<file path="src/rtl/recv_game_difficulty_if.sv">
// rtl/recv_game_difficulty_if.sv - byte/control/result bundle between UART RX, parser and game logic
interface recv_game_difficulty_if;
  logic [7:0] rx_data;
  logic       rx_valid;
  logic       block;
  logic [7:0] nivel_dificuldade;
  logic       dificuldade_valid;
  logic       frame_error;
  logic [1:0] error_code;
  logic       busy;

  // Host side: UART RX plus game control, drives bytes and block, observes results
  modport master (
    output rx_data, rx_valid, block,
    input  nivel_dificuldade, dificuldade_valid, frame_error, error_code, busy
  );

  // Parser side
  modport slave (
    input  rx_data, rx_valid, block,
    output nivel_dificuldade, dificuldade_valid, frame_error, error_code, busy
  );
endinterface

</file>
<file path="src/rtl/recv_game_difficulty.sv">
// rtl/recv_game_difficulty.sv - two-byte difficulty-select frame parser with range and timeout checks
module recv_game_difficulty #(
  parameter logic [7:0] EVENT_CODE     = 8'hAB,
  parameter logic [7:0] MIN_LEVEL      = 8'd1,
  parameter logic [7:0] MAX_LEVEL      = 8'd3,
  parameter int         TIMEOUT_CYCLES = 50000
) (
  input logic                   clk,
  input logic                   reset,
  recv_game_difficulty_if.slave bus
);

  typedef enum logic {IDLE, WAIT_LEVEL} state_t;

  localparam logic [15:0] TIMER_LIMIT = 16'(TIMEOUT_CYCLES - 1);
  localparam logic [1:0]  ERR_NONE    = 2'b00;
  localparam logic [1:0]  ERR_RANGE   = 2'b01;
  localparam logic [1:0]  ERR_TIMEOUT = 2'b10;

  state_t      state, state_nx;
  logic [15:0] timer, timer_nx;
  logic [7:0]  level, level_nx;
  logic        valid_q, valid_nx;
  logic        err_q, err_nx;
  logic [1:0]  code, code_nx;
  logic        in_range;

  assign in_range = (bus.rx_data >= MIN_LEVEL) && (bus.rx_data <= MAX_LEVEL);

  // Next state and next registered outputs; strobes default low so they last one cycle
  always_comb begin
    state_nx = state;
    timer_nx = timer;
    level_nx = level;
    valid_nx = 1'b0;
    err_nx   = 1'b0;
    code_nx  = code;
    case (state)
      IDLE: begin
        if (bus.rx_valid && !bus.block && bus.rx_data == EVENT_CODE) begin
          state_nx = WAIT_LEVEL;
          timer_nx = '0;
        end
      end
      WAIT_LEVEL: begin
        if (bus.block) begin
          state_nx = IDLE;
        end else if (bus.rx_valid) begin
          // A received byte beats a coincident timeout; a repeated header is just out of range
          state_nx = IDLE;
          if (in_range) begin
            level_nx = bus.rx_data;
            valid_nx = 1'b1;
            code_nx  = ERR_NONE;
          end else begin
            err_nx  = 1'b1;
            code_nx = ERR_RANGE;
          end
        end else if (timer == TIMER_LIMIT) begin
          state_nx = IDLE;
          err_nx   = 1'b1;
          code_nx  = ERR_TIMEOUT;
        end else begin
          timer_nx = timer + 16'd1;
        end
      end
      default: state_nx = IDLE;
    endcase
  end

  // State, timer and output registers; reset discards any frame silently
  always_ff @(posedge clk or negedge reset) begin
    if (!reset) begin
      state   <= IDLE;
      timer   <= '0;
      level   <= '0;
      valid_q <= 1'b0;
      err_q   <= 1'b0;
      code    <= ERR_NONE;
    end else begin
      state   <= state_nx;
      timer   <= timer_nx;
      level   <= level_nx;
      valid_q <= valid_nx;
      err_q   <= err_nx;
      code    <= code_nx;
    end
  end

  assign bus.nivel_dificuldade = level;
  assign bus.dificuldade_valid = valid_q;
  assign bus.frame_error       = err_q;
  assign bus.error_code        = code;
  assign bus.busy              = (state == WAIT_LEVEL);

endmodule

</file>
<file path="src/flat_wrapper.sv">
// flat-port wrapper written by rule: the top's interface ports become plain ports
module recv_game_difficulty_flat 
#(
  parameter logic [7:0] EVENT_CODE     = 8'hAB,
  parameter logic [7:0] MIN_LEVEL      = 8'd1,
  parameter logic [7:0] MAX_LEVEL      = 8'd3,
  parameter int         TIMEOUT_CYCLES = 50000
)
  (clk, reset, bus_rx_data, bus_rx_valid, bus_block, bus_nivel_dificuldade, bus_dificuldade_valid, bus_frame_error, bus_error_code, bus_busy);
  recv_game_difficulty_if bus_i ();
  input logic clk;
  input logic reset;
  input wire logic [$bits(bus_i.rx_data)-1:0] bus_rx_data;
  input wire logic [$bits(bus_i.rx_valid)-1:0] bus_rx_valid;
  input wire logic [$bits(bus_i.block)-1:0] bus_block;
  output wire logic [$bits(bus_i.nivel_dificuldade)-1:0] bus_nivel_dificuldade;
  output wire logic [$bits(bus_i.dificuldade_valid)-1:0] bus_dificuldade_valid;
  output wire logic [$bits(bus_i.frame_error)-1:0] bus_frame_error;
  output wire logic [$bits(bus_i.error_code)-1:0] bus_error_code;
  output wire logic [$bits(bus_i.busy)-1:0] bus_busy;
  assign bus_i.rx_data = bus_rx_data;
  assign bus_i.rx_valid = bus_rx_valid;
  assign bus_i.block = bus_block;
  assign bus_nivel_dificuldade = bus_i.nivel_dificuldade;
  assign bus_dificuldade_valid = bus_i.dificuldade_valid;
  assign bus_frame_error = bus_i.frame_error;
  assign bus_error_code = bus_i.error_code;
  assign bus_busy = bus_i.busy;
  recv_game_difficulty #(.EVENT_CODE(EVENT_CODE), .MIN_LEVEL(MIN_LEVEL), .MAX_LEVEL(MAX_LEVEL), .TIMEOUT_CYCLES(TIMEOUT_CYCLES)) u_core (.clk(clk), .reset(reset), .bus(bus_i));
endmodule
</file>
<file path="config.mk">
export PLATFORM = sky130hd
export DESIGN_NAME = recv_game_difficulty_flat
export DESIGN_NICKNAME = d
export VERILOG_FILES = /design/src/rtl/recv_game_difficulty_if.sv /design/src/rtl/recv_game_difficulty.sv /design/src/flat_wrapper.sv
export SDC_FILE = /design/constraint.sdc
export NUM_CORES = 1
export LEC_CHECK = 0
export CAP_MARGIN = 20
export CORE_UTILIZATION = 35
export DETAILED_ROUTE_END_ITERATION = 16
export HOLD_SLACK_MARGIN = 0.08
export PLACE_DENSITY = 0.59
export SYNTH_ARGS = -nofsm -noshare
export SYNTH_HDL_FRONTEND = slang
export SYNTH_SLANG_ARGS = --single-unit
</file>
<file path="constraint.sdc">
create_clock -name clk -period 2.3 [get_ports clk]
set_clock_uncertainty 0.15 [all_clocks]
set_input_delay 0.46 -clock clk [delete_from_list [all_inputs] [get_ports clk]]
set_output_delay 0.46 -clock clk [all_outputs]
set_load 0.1 [all_outputs]
</file>
* After elaboration in Yosys (flattened, before gate mapping)
Index checks and enable logic that the tools add are counted.
** Cells by class
- Reduce and logical (&&, ||, !) cells :: 8
- Bitwise logic cells :: 2
- Add/sub/neg operators :: 1
- Equality and inequality tests :: 6
- Order comparisons :: 2
- Muxes and demuxes :: 22
** Operator list (number)
- $mux W16 :: 4
- $pmux W16 S2 :: 1
- $add A16 B1 Y16 const B :: 1
- $eq A16 B16 Y1 const B :: 1
- $mux W1 :: 14
- $eq A8 B8 Y1 const B :: 1
- $ge A8 B1 Y1 const B :: 1
- $le A8 B2 Y1 const B :: 1
- $reduce_and A4 Y1 :: 2
- $ne A2 B2 Y1 const B :: 3
- $mux W2 :: 2
- $logic_and A1 B1 Y1 :: 3
- $reduce_and A3 Y1 :: 1
- $ne A2 B1 Y1 const B :: 1
- $not A1 Y1 :: 2
- $pmux W1 S2 :: 1
- $reduce_bool A2 Y1 :: 1
- $logic_not A1 Y1 :: 1
** Storage, ports and cells
- Logic and storage cells :: 47
- Register bits :: 29

* Depth between registers and ports, before layout
- Depth in word-level cells :: 6
- Gate-level depth with buffers :: 5
- Gate-level depth less buffers :: 5

* Least setup slack after synthesis
Ideal clock, no wire load.
- Kind :: flip-flop to flip-flop
- From :: reg u_core.state, in the netlist u_core.bus.busy
- To :: reg u_core.timer[14]
- Library setup time :: 0.079 ns
- Stages on the path, launching flop included :: 6
- Slack :: -0.263 ns
- Arrival :: 2.334 ns
- Cell sequence :: dfrtp_1 -> or3b_1 -> clkbuf_1 -> or3_1 -> nor3_1 -> mux2i_1
** On the way
- Cells in the longest elaborated chain, start to end :: 3
** Ends and longest elaborated chain
- start: declaration :: RTL line recv_game_difficulty.sv:20 : state_t state, state_nx;
- start signal: assignment :: RTL line recv_game_difficulty.sv:81 : state <= state_nx;
- $not A1 Y1 :: RTL line recv_game_difficulty.sv:38 : case (state)
- $ne A2 B1 Y1 (no source line)
- $reduce_and A4 Y1 (no source line)
- end signal: assignment :: RTL line recv_game_difficulty.sv:82 : timer <= timer_nx;
- end: declaration :: RTL line recv_game_difficulty.sv:21 : logic [15:0] timer, timer_nx;
Several ways; a longest one is shown, not always the timed one.
A chain may end at the register's enable or synchronous reset.

* Final worst setup path
- From :: in bus_rx_valid
- To :: reg u_core.timer[15]
** On the way
- Cells in the longest elaborated chain, start to end :: 4
** Ends and longest elaborated chain
- start: declaration :: RTL line flat_wrapper.sv:14 : input wire logic [$bits(bus_i.rx_valid)-1:0] bus_rx_valid;
- $logic_and A1 B1 Y1 (2 in series) :: RTL line recv_game_difficulty.sv:40 : if (bus.rx_valid && !bus.block && bus.rx_data == EVENT_CODE) begin
- $ne A2 B1 Y1 (no source line)
- $reduce_and A4 Y1 (no source line) (*)
Mark *: on every way between the ends. The rest lies on a longest branch, timed or not.

==> metrics.md <==
| Metric | Value |
|---|---|
| Post-synth EDFFs | `0` |
| Rel. slew slack | `69.4%` |
| Via count | `1103` |
| Fill cell count | `351` |
| # H-tree levels | `2` |
| Status | `finished clean` |
| Pins over their slew limit | `0` |
| Placed Area | `1730 um2` |
| Hold Fails Final Rpt | `0` |
| NetSw | `216 uW` |
| Global route total overflow | `0` |
| Synthesized area | `1370 um2` |
| Clock root buffer | `clkbuf_8` |
| Initial antenna violation count | `0` |
| Buf/Inv on CP | `1` |
| Ys flop type | `dfrtp_1` |
| Critical Path Source | `bus_rx_valid` |
| Slew of the pin with the lowest slew margin | `0.455 ns` |
| Design Area, Final | `1840 um2` |
| Clock transition at the registers of the reported paths | `0.06 ns` |
| Sequential area share after synthesis | `53.0%` |
| Clock tree buffer depth | `2` |
| Critical Path Source Type | `input pin` |
| Worst r2r src | `u_core.timer[11]$_DFFE_PN0P_` |
| Fin cells | `216` |
| Worst hold path type | `flip-flop to flip-flop` |
| Ant. Diodes | `0` |
| Setup TNS Final | `0 ns` |
| Critical path peak fanout | `5` |
| Post-cts repair resize count | `0` |
| Flops & latches, synth | `29` |
| IO Port Bufs | `24` |
| CTS tree | `yes` |
| Initial Util | `36.9%` |
| DRT antenna net count | `0` |
| Ys async rst share | `100%` |
| Seq pwr share | `50.1%` |
| Synth cell types | `36` |
| Overall die width | `64.6 um` |
| PwrDens | `556 nW/um2` |
| Die Y | `64.6 um` |
| Slowest cell on crit path | `or4_1` |
| Clock group share of total power | `45.2%` |
| Syn_area_per_cell | `10.9 um2` |
| Drc violations | `0` |
| Crit-path leading delay family | `simple AND/OR/NAND/NOR gates` |
| FMAX | `459 MHz` |
| Full die area | `4170 um2` |
| First-pass GRT wire length | `4950 um` |
| Number of synthesis warnings | `0` |
| Crit end category | `flip-flop` |
| I/O pin count | `25` |
| Detailed Route WL | `2950 um` |
| Wirelength per Cell | `13.6 um` |
| Setup Fix Bufs, Post-CTS | `0` |
| Min Clock Period, post-route | `2.18 ns` |
| Initial DRC count | `64` |
| Critical path type | `input pin to flip-flop` |
| Synth Net Count | `139` |
| Sw Share | `21.1%` |
| Critical path arrival | `2.18 ns` |
| Mapped Cells | `126` |
| Cts hold-fix bufs | `0` |
| Most area-consuming cells after synthesis | `dfrtp_1 (53%), nand3_1 (4.0%), mux2i_1 (3.7%), and2_1 (2.7%), nand2_1 (2.7%)` |
| Worst path max stage delay | `0.59 ns` |
| Maximum vdd drop | `0.398 mV` |
| DRT Pass-1 Iters | `4` |
| Crit path required time | `2.30 ns` |
| Vias in the first global route | `1069` |
| Detailed placer's ending HPWL | `2170 um` |
| Vias/cell | `5.11` |
| Max-Cap Viols | `0` |
| Final core utilization | `49.4%` |
| Share of layout cells above drive strength 1 | `25.6%` |
| Area share of the largest cell type after synthesis | `53.0%` |
| Cell taking the most area after synthesis | `dfrtp_1` |
| Final setup viols | `0` |
| P_int | `805 uW` |
| Layout Nets | `180` |
| Largest net degree at the start of global routing | `30` |
| Clk sinks | `29` |
| Worst-path cell chain | `clkdlybuf4s50_1, or3b_4, or4_1, o21ai_0, a21oi_1` |
| GR Util All Layers | `15.9%` |
| P_leak | `0.000836 uW` |
| Post-Place Cells | `208` |
| Hold_sp | `u_core.bus.nivel_dificuldade[6]$_DFFE_PN0P_` |
| Fin crit share | `94.7%` |
| Layout area overhead | `34.0%` |
| Core area | `3720 um2` |
| Power share of the combinational group | `4.6%` |
| Unrepaired setup endpoints after global routing | `false` |
| Gpl congestion | `0.786` |
| Row count | `22` |
| Cts bufs inserted | `5` |
| Clk Latency, worst-skew pair | `0.28 ns` |
-- state kept, by name (all words and copies together) (netlist names) --
register,count
u_core.bus.error_code,2
u_core.bus.busy,1
u_core.bus.nivel_dificuldade,8
u_core.bus.frame_error,1
u_core.bus.dificuldade_valid,1
u_core.timer,16
-- final timing paths --
path	endpoint	slack, ns	cells past startpoint
min reg2reg	u_core.bus.nivel_dificuldade[6]$_DFFE_PN0P_	0.33	1
min	u_core.bus.nivel_dificuldade[6]$_DFFE_PN0P_	0.33	1
max	u_core.timer[15]$_DFFE_PN0P_	0.12	5
max reg2reg	u_core.timer[1]$_DFFE_PN0P_	0.19	5
min in group asynchronous	u_core.bus.nivel_dificuldade[1]$_DFFE_PN0P_	0.42	2
max in group asynchronous	u_core.bus.busy$_DFF_PN0_	1.28	2
-- cell usage after synthesis, types with 2 or more instances --
master	n
a21oi_1	5
and2_1	6
and3_1	2
clkbuf_1	3
dfrtp_1	29
inv_1	3
mux2_2	2
mux2i_1	5
nand2_1	10
nand3_1	11
nand4_1	4
nor2_1	6
nor3_1	3
nor4_1	4
o211ai_1	3
o21ai_0	3
o31ai_1	3
or3_1	2
or3b_1	2
xnor2_1	2
xor2_1	3
-- layer usage --
metal	wire length (um)	GRT usage, %	up-vias
met4	52	6.67	0
met2	1360	23.9	13
li1	-	-	547
met3	48	4.23	6
met1	1480	21.5	537
met5	0	0	-
-- cell type report --
type	count	area [um2]	area share (%)
multi-input cells	91	631	34.4
inverters	3	11.3	0.613
clock buffers	7	96.3	5.25
clock inverters	1	5.00	0.273
well taps	48	60.1	3.27
flip-flops and latches	29	727	39.6
repair buffers	37	305	16.6
-- kinds of logic (layout without fill, tap and decap cells) --
logic type	Yosys count	count (layout)	share of synthesized area, %
compound gates	17	17	9.13
xor+xnor	5	5	3.20
fa+ha+maj	1	1	0.913
buf+inv	6	48	1.64
flops	29	29	53.0
mux	7	7	5.30
simple gates	61	61	26.8
-- through the flow --
step	hold WS (ns)	worst slack, ns	power (uW)
after CTS	0.340	0.102	1030
after global routing	0.362	0.0489	1070
after detailed placement	0.323	-0.182	569
final	0.335	0.121	1020
after floorplan	0.0144	0.0115	529
after global placement	0.320	-0.140	568
-- placed cells by master, fill, tap and decap left out, types with 4 or more instances in the layout --
cell             instances
clkbuf_8                 7
nand3_1                 11
nand2_1                 10
and2_1                   6
a21oi_1                  5
dfrtp_1                 28
buf_4                   26
nor2_1                   6
mux2i_1                  5
clkdlybuf4s50_1         11
nand4_1                  4
-- power by group through the flow --
stage                     combinational, uW  sequential, uW  clock (uW)
final                                  47.4             512         462
after CTS                              48.4             512         473
after detailed placement               48.0             521           0
after global placement                 46.7             521           0
after floorplan                        4.89             524           0
after global routing                   52.0             511         503
Power figures use the tool's default switching activity.
